`src/rtl/word_store_sequencer_pkg.sv`:
```
// Shared CPU constants: store-sequencer state encoding and the byte-select
// encoding used by the instruction register's HighSel.
package cpu_pkg;

   localparam logic [1:0] ST_IDLE      = 2'd0;
   localparam logic [1:0] ST_WR_FIRST  = 2'd1;
   localparam logic [1:0] ST_WR_SECOND = 2'd2;
   localparam logic [1:0] ST_DONE      = 2'd3;

   localparam logic BYTE_LOW  = 1'b0;
   localparam logic BYTE_HIGH = 1'b1;

endpackage

```
`src/rtl/word_store_sequencer_if.sv`:
```
// Request and byte-memory write port of the word store sequencer.
interface word_store_sequencer_if #(
   parameter int ADDR_W = 8
);
   logic              start;
   logic [15:0]       word_in;
   logic [ADDR_W-1:0] addr_in;
   logic              mem_ready;
   logic              busy;
   logic              done;
   logic              mem_we;
   logic [ADDR_W-1:0] mem_addr;
   logic [7:0]        mem_data;
   logic              byte_sel;

   modport master (
      output start, word_in, addr_in, mem_ready,
      input  busy, done, mem_we, mem_addr, mem_data, byte_sel
   );

   modport slave (
      input  start, word_in, addr_in, mem_ready,
      output busy, done, mem_we, mem_addr, mem_data, byte_sel
   );
endinterface

```
`src/rtl/word_store_sequencer.sv`:
```
// Stores a 16-bit word as two byte writes, little-endian (low byte at A,
// high byte at A+1). Outputs decode only from registered state and latched data.
module word_store_sequencer
   import cpu_pkg::*;
#(
   parameter int ADDR_W     = 8,
   parameter bit HIGH_FIRST = 1'b0
) (
   input logic                   clock,
   input logic                   reset,
   word_store_sequencer_if.slave bus
);

   logic [1:0]        state_q, state_d;
   logic [15:0]       word_q, word_d;
   logic [ADDR_W-1:0] addr_q, addr_d;
   logic              wr_active;
   logic              sel;

   always_comb begin
      state_d = state_q;
      word_d  = word_q;
      addr_d  = addr_q;
      case (state_q)
         ST_IDLE: begin
            if (bus.start) begin
               state_d = ST_WR_FIRST;
               word_d  = bus.word_in;
               addr_d  = bus.addr_in;
            end
         end
         ST_WR_FIRST:  if (bus.mem_ready) state_d = ST_WR_SECOND;
         ST_WR_SECOND: if (bus.mem_ready) state_d = ST_DONE;
         default:      state_d = ST_IDLE;
      endcase
   end

   always_ff @(posedge clock) begin
      if (reset) begin
         state_q <= ST_IDLE;
         word_q  <= '0;
         addr_q  <= '0;
      end else begin
         state_q <= state_d;
         word_q  <= word_d;
         addr_q  <= addr_d;
      end
   end

   // The high byte is in flight in the first write slot exactly when HIGH_FIRST is set.
   assign wr_active = (state_q == ST_WR_FIRST) || (state_q == ST_WR_SECOND);
   assign sel       = ((state_q == ST_WR_FIRST) == HIGH_FIRST) ? BYTE_HIGH : BYTE_LOW;

   assign bus.busy     = wr_active;
   assign bus.mem_we   = wr_active;
   assign bus.done     = (state_q == ST_DONE);
   assign bus.byte_sel = wr_active & sel;
   // A+1 wraps modulo 2^ADDR_W; no carry is reported.
   assign bus.mem_addr = wr_active ? addr_q + ADDR_W'(sel) : '0;
   assign bus.mem_data = !wr_active ? 8'h00 :
                         (sel == BYTE_HIGH) ? word_q[15:8] : word_q[7:0];

endmodule
```
`src/flat_wrapper.sv`:
```
// flat-port wrapper written by rule: the top's interface ports become plain ports
module word_store_sequencer_flat import cpu_pkg::*;
#(
   parameter int ADDR_W     = 8,
   parameter bit HIGH_FIRST = 1'b0
)
  (clock, reset, bus_start, bus_word_in, bus_addr_in, bus_mem_ready, bus_busy, bus_done, bus_mem_we, bus_mem_addr, bus_mem_data, bus_byte_sel);
  word_store_sequencer_if #(.ADDR_W(ADDR_W)) bus_i ();
  input logic clock;
  input logic reset;
  input wire logic [$bits(bus_i.start)-1:0] bus_start;
  input wire logic [$bits(bus_i.word_in)-1:0] bus_word_in;
  input wire logic [$bits(bus_i.addr_in)-1:0] bus_addr_in;
  input wire logic [$bits(bus_i.mem_ready)-1:0] bus_mem_ready;
  output wire logic [$bits(bus_i.busy)-1:0] bus_busy;
  output wire logic [$bits(bus_i.done)-1:0] bus_done;
  output wire logic [$bits(bus_i.mem_we)-1:0] bus_mem_we;
  output wire logic [$bits(bus_i.mem_addr)-1:0] bus_mem_addr;
  output wire logic [$bits(bus_i.mem_data)-1:0] bus_mem_data;
  output wire logic [$bits(bus_i.byte_sel)-1:0] bus_byte_sel;
  assign bus_i.start = bus_start;
  assign bus_i.word_in = bus_word_in;
  assign bus_i.addr_in = bus_addr_in;
  assign bus_i.mem_ready = bus_mem_ready;
  assign bus_busy = bus_i.busy;
  assign bus_done = bus_i.done;
  assign bus_mem_we = bus_i.mem_we;
  assign bus_mem_addr = bus_i.mem_addr;
  assign bus_mem_data = bus_i.mem_data;
  assign bus_byte_sel = bus_i.byte_sel;
  word_store_sequencer #(.ADDR_W(ADDR_W), .HIGH_FIRST(HIGH_FIRST)) u_core (.clock(clock), .reset(reset), .bus(bus_i));
endmodule
```
`config.mk`:
```
export PLATFORM = sky130hd
export DESIGN_NAME = word_store_sequencer_flat
export DESIGN_NICKNAME = d
export VERILOG_FILES = /design/src/rtl/word_store_sequencer_pkg.sv /design/src/rtl/word_store_sequencer_if.sv /design/src/rtl/word_store_sequencer.sv /design/src/flat_wrapper.sv
export SDC_FILE = /design/constraint.sdc
export NUM_CORES = 1
export LEC_CHECK = 0
export CAP_MARGIN = 20
export CORE_MARGIN = 2
export CORE_UTILIZATION = 44
export DETAILED_ROUTE_END_ITERATION = 8
export PLACE_DENSITY = 0.77
export RECOVER_POWER = 25
export SYNTH_ARGS = -nofsm -noshare
export SYNTH_HDL_FRONTEND = slang
export SYNTH_SLANG_ARGS = --single-unit
```
`constraint.sdc`:
```
create_clock -name clock -period 2.5 [get_ports clock]
set_clock_uncertainty 0.2 [all_clocks]
set_input_delay 0.25 -clock clock [delete_from_list [all_inputs] [get_ports clock]]
set_output_delay 0.25 -clock clock [all_outputs]
set_load 0.01 [all_outputs]
```
==> results.cfg <==
[clock_tree]
post_cts_buffers = 0
clkTransAtPathRegs_ps = 130
cts_root_buf = clkbuf_4
cts_tree = done
clock_latency_ps = 310
cts_buffer_depth = 2
cts_sinks = 26
cts_max_level = 1
numCtsBuffers = 3

[timing]
holdWs_ps = 264
finalWorstSetupSlack_ps = 62.3
hold_viol = 0
tightest_slew_ps = 703
min_period_over_period = 0.975
rsz0062_at_grt = true
fmax_ghz = 0.410
final_max_slew_viol_count = 0
setup_viol = 0
relSlewSlack = 0.531
fin_crit_ps = 2440

[logic_synthesis]
synth_area_leaders = dfxtp_1 38%, nand2_1 14%, a21oi_1 9.2%, mux2i_1 8.1%, ha_1 7.3%
syn-cell-area_um2 = 1370
async_flop_share = 0
ys_ff_latch = 26
yosys_warnings = 0
synth_top_area_frac = 0.381
ys_dominant_reg_cell = dfxtp_1
synthCells = 174
synth_area_leader_cell = dfxtp_1
synth_fp_nets = 210
seq_area_frac_synth = 0.381
synth_edf_count = 0
syn_area_per_cell_um2 = 7.85
synth_cell_types = 25

[placement]
gp_congestion = 0.923
dp_hpwl_mm = 2.51
dp_cells = 248
port-buffer-count = 47
place_ws_ps = 44.4

[detailed_routing]
wl_mm = 3.28
wl_per_cell_um = 13.0
via_per_inst = 5.22
dr.pass1.iters = 4
drt_iter0_markers = 42
drcViolationCount = 0
ant_nets = 0
vias = 1316

[grt]
grt_max_degree = 25
grt_pass1_vias = 1222
antenna_found_initial = 0
gr-usage-all-layers = 0.196
grt_pass1_wl_mm = 5.20
grt_overflow = 0

[power_and_ir_drop]
p_sw_mw = 0.662
comb_power_share = 0.543
power_density_nw_per_um2 = 892
peakVddDrop_uv = 424
switching_share = 0.381
p_leak_nw = 0.923
intPower_mw = 1.07
fin_total_pwr_mw = 1.73
sequentialPowerShare = 0.337
clockPowerShare = 0.120

[layout]
final_util = 0.648
fin_cells = 252
area_growth_pct = 42.3
n_fill_cell = 273
final_cell_mix = 51 x nand2_1, 33 x clkdlybuf4s50_1, 25 x a21oi_1
multi_input_area_um2 = 802
final_common_cell = nand2_1
drive_gt1_frac = 0.0731
register_area_um2 = 526
nets = 256
diodes = 0

[die]
boundaryPins = 48
die_y_um = 59.7
dieArea_um2 = 3570
num_rows = 20
initial_core_util = 0.455
die_w_um = 59.7
core_area_um2 = 3000

[min_path]
holdCritStartpoint = u_core.word_q[5]
hp-class = reg -> reg

[worst_setup_path]
worstReg2RegEnd = u_core.word_q[12]
crit_required_ps = 2050
critical_path_class = reg -> out
arrival_ps = 1990
crit_end = bus_mem_addr[4]
r2r_cells = 6
critPathCaptureType = output port
cp-start-kind = flip-flop
crit_path_start = u_core.state_q[1]
reg2reg_slack_ps = 400
worstReg2RegStart = u_core.state_q[0]
critPathMaxFanout = 4

[outcome]
status = finished, final reports clean

[flow_run]
maxCapViolCount = 0
-- registers in the layout (all words and copies together) (netlist names) --
| name | flops |
|---|---|
| u_core.word_q | 16 |
| u_core.state_q | 2 |
| u_core.addr_q | 8 |
-- final cells by class --
type,instances,area share
multi-input cells,134,0.412
clock buffers,4,0.0187
repair buffers,53,0.273
inverters,2,0.00386
flip-flops and latches,26,0.270
well taps,33,0.0212
-- power groups by stage --
stage | clock network [mW] | registers [mW] | logic [mW]
global placement | 0 | 0.577 | 0.924
global route | 0.233 | 0.598 | 1.03
CTS | 0.214 | 0.583 | 0.953
finish | 0.209 | 0.584 | 0.942
floorplan | 0 | 0.573 | 0.588
detailed placement | 0 | 0.586 | 0.955
-- synth_stat cells (3+ instances only) --
cell	number
buf_2	4
nand2_1	51
and2_1	6
nor2b_1	9
ha_1	8
xnor2_1	3
mux2i_1	11
dfxtp_1	26
a21oi_1	25
nand2b_1	4
nand3_1	3
clkbuf_1	7
-- per-stage QoR --
step	instance area, um^2	TNS (ps)
finish	1940	0
global route	1940	-90.8
CTS	1920	0
detailed placement	1870	0
global placement	1870	0
floorplan	1370	0
-- worst min path at each step --
| stage | to | slack [ps] | cells after the start |
|---|---|---|---|
| 2_1_floorplan | u_core.word_q[0] | 190 | 2 |
| 3_3_place_gp | u_core.word_q[11] | 240 | 2 |
| 3_5_place_dp | u_core.word_q[5] | 250 | 2 |
| 4_1_cts | u_core.word_q[9] | 260 | 3 |
| 5_1_grt | u_core.word_q[4] | 250 | 3 |
| 6_report | u_core.word_q[5] | 260 | 2 |
-- what timing repair did --
action | in CTS | in global routing
setup endpoints to repair | 15 | 11
hold buffers | 0 | 0
pin swaps | 0 | 1
gates resized for setup | 12 | 9
-- kinds of logic after synthesis --
| kind of cell | Yosys count | synth area share |
|---|---|---|
| AO/OA/AOI/OAI | 29 | 0.112 |
| XOR/XNOR | 4 | 0.0256 |
| adder cells (fa/ha/maj) | 8 | 0.0733 |
| buffers and inverters | 14 | 0.0449 |
| flip-flops | 26 | 0.381 |
| multiplexers | 11 | 0.0806 |
| AND/OR/NAND/NOR | 82 | 0.283 |
-- worst max-delay path, cell delays in order, from the launching register on --
cell and delay, ps:
dfxtp_2 350, inv_1 70, ha_2 190, and2b_4 260
ha_4 140, nand3_1 100, xnor2_1 140, and2_1 150
dlygate4sd2_1 280
-- routing by layer --
layer / part of all wire / routed length, um / global-route usage
met1: 0.38 / 1260 / 0.205
met5: 0 / 0 / 0
met3: 0.055 / 182 / 0.0390
met4: 0.019 / 62 / 0.0889
met2: 0.54 / 1780 / 0.368
Note: power is estimated with default switching activity, not from simulation.
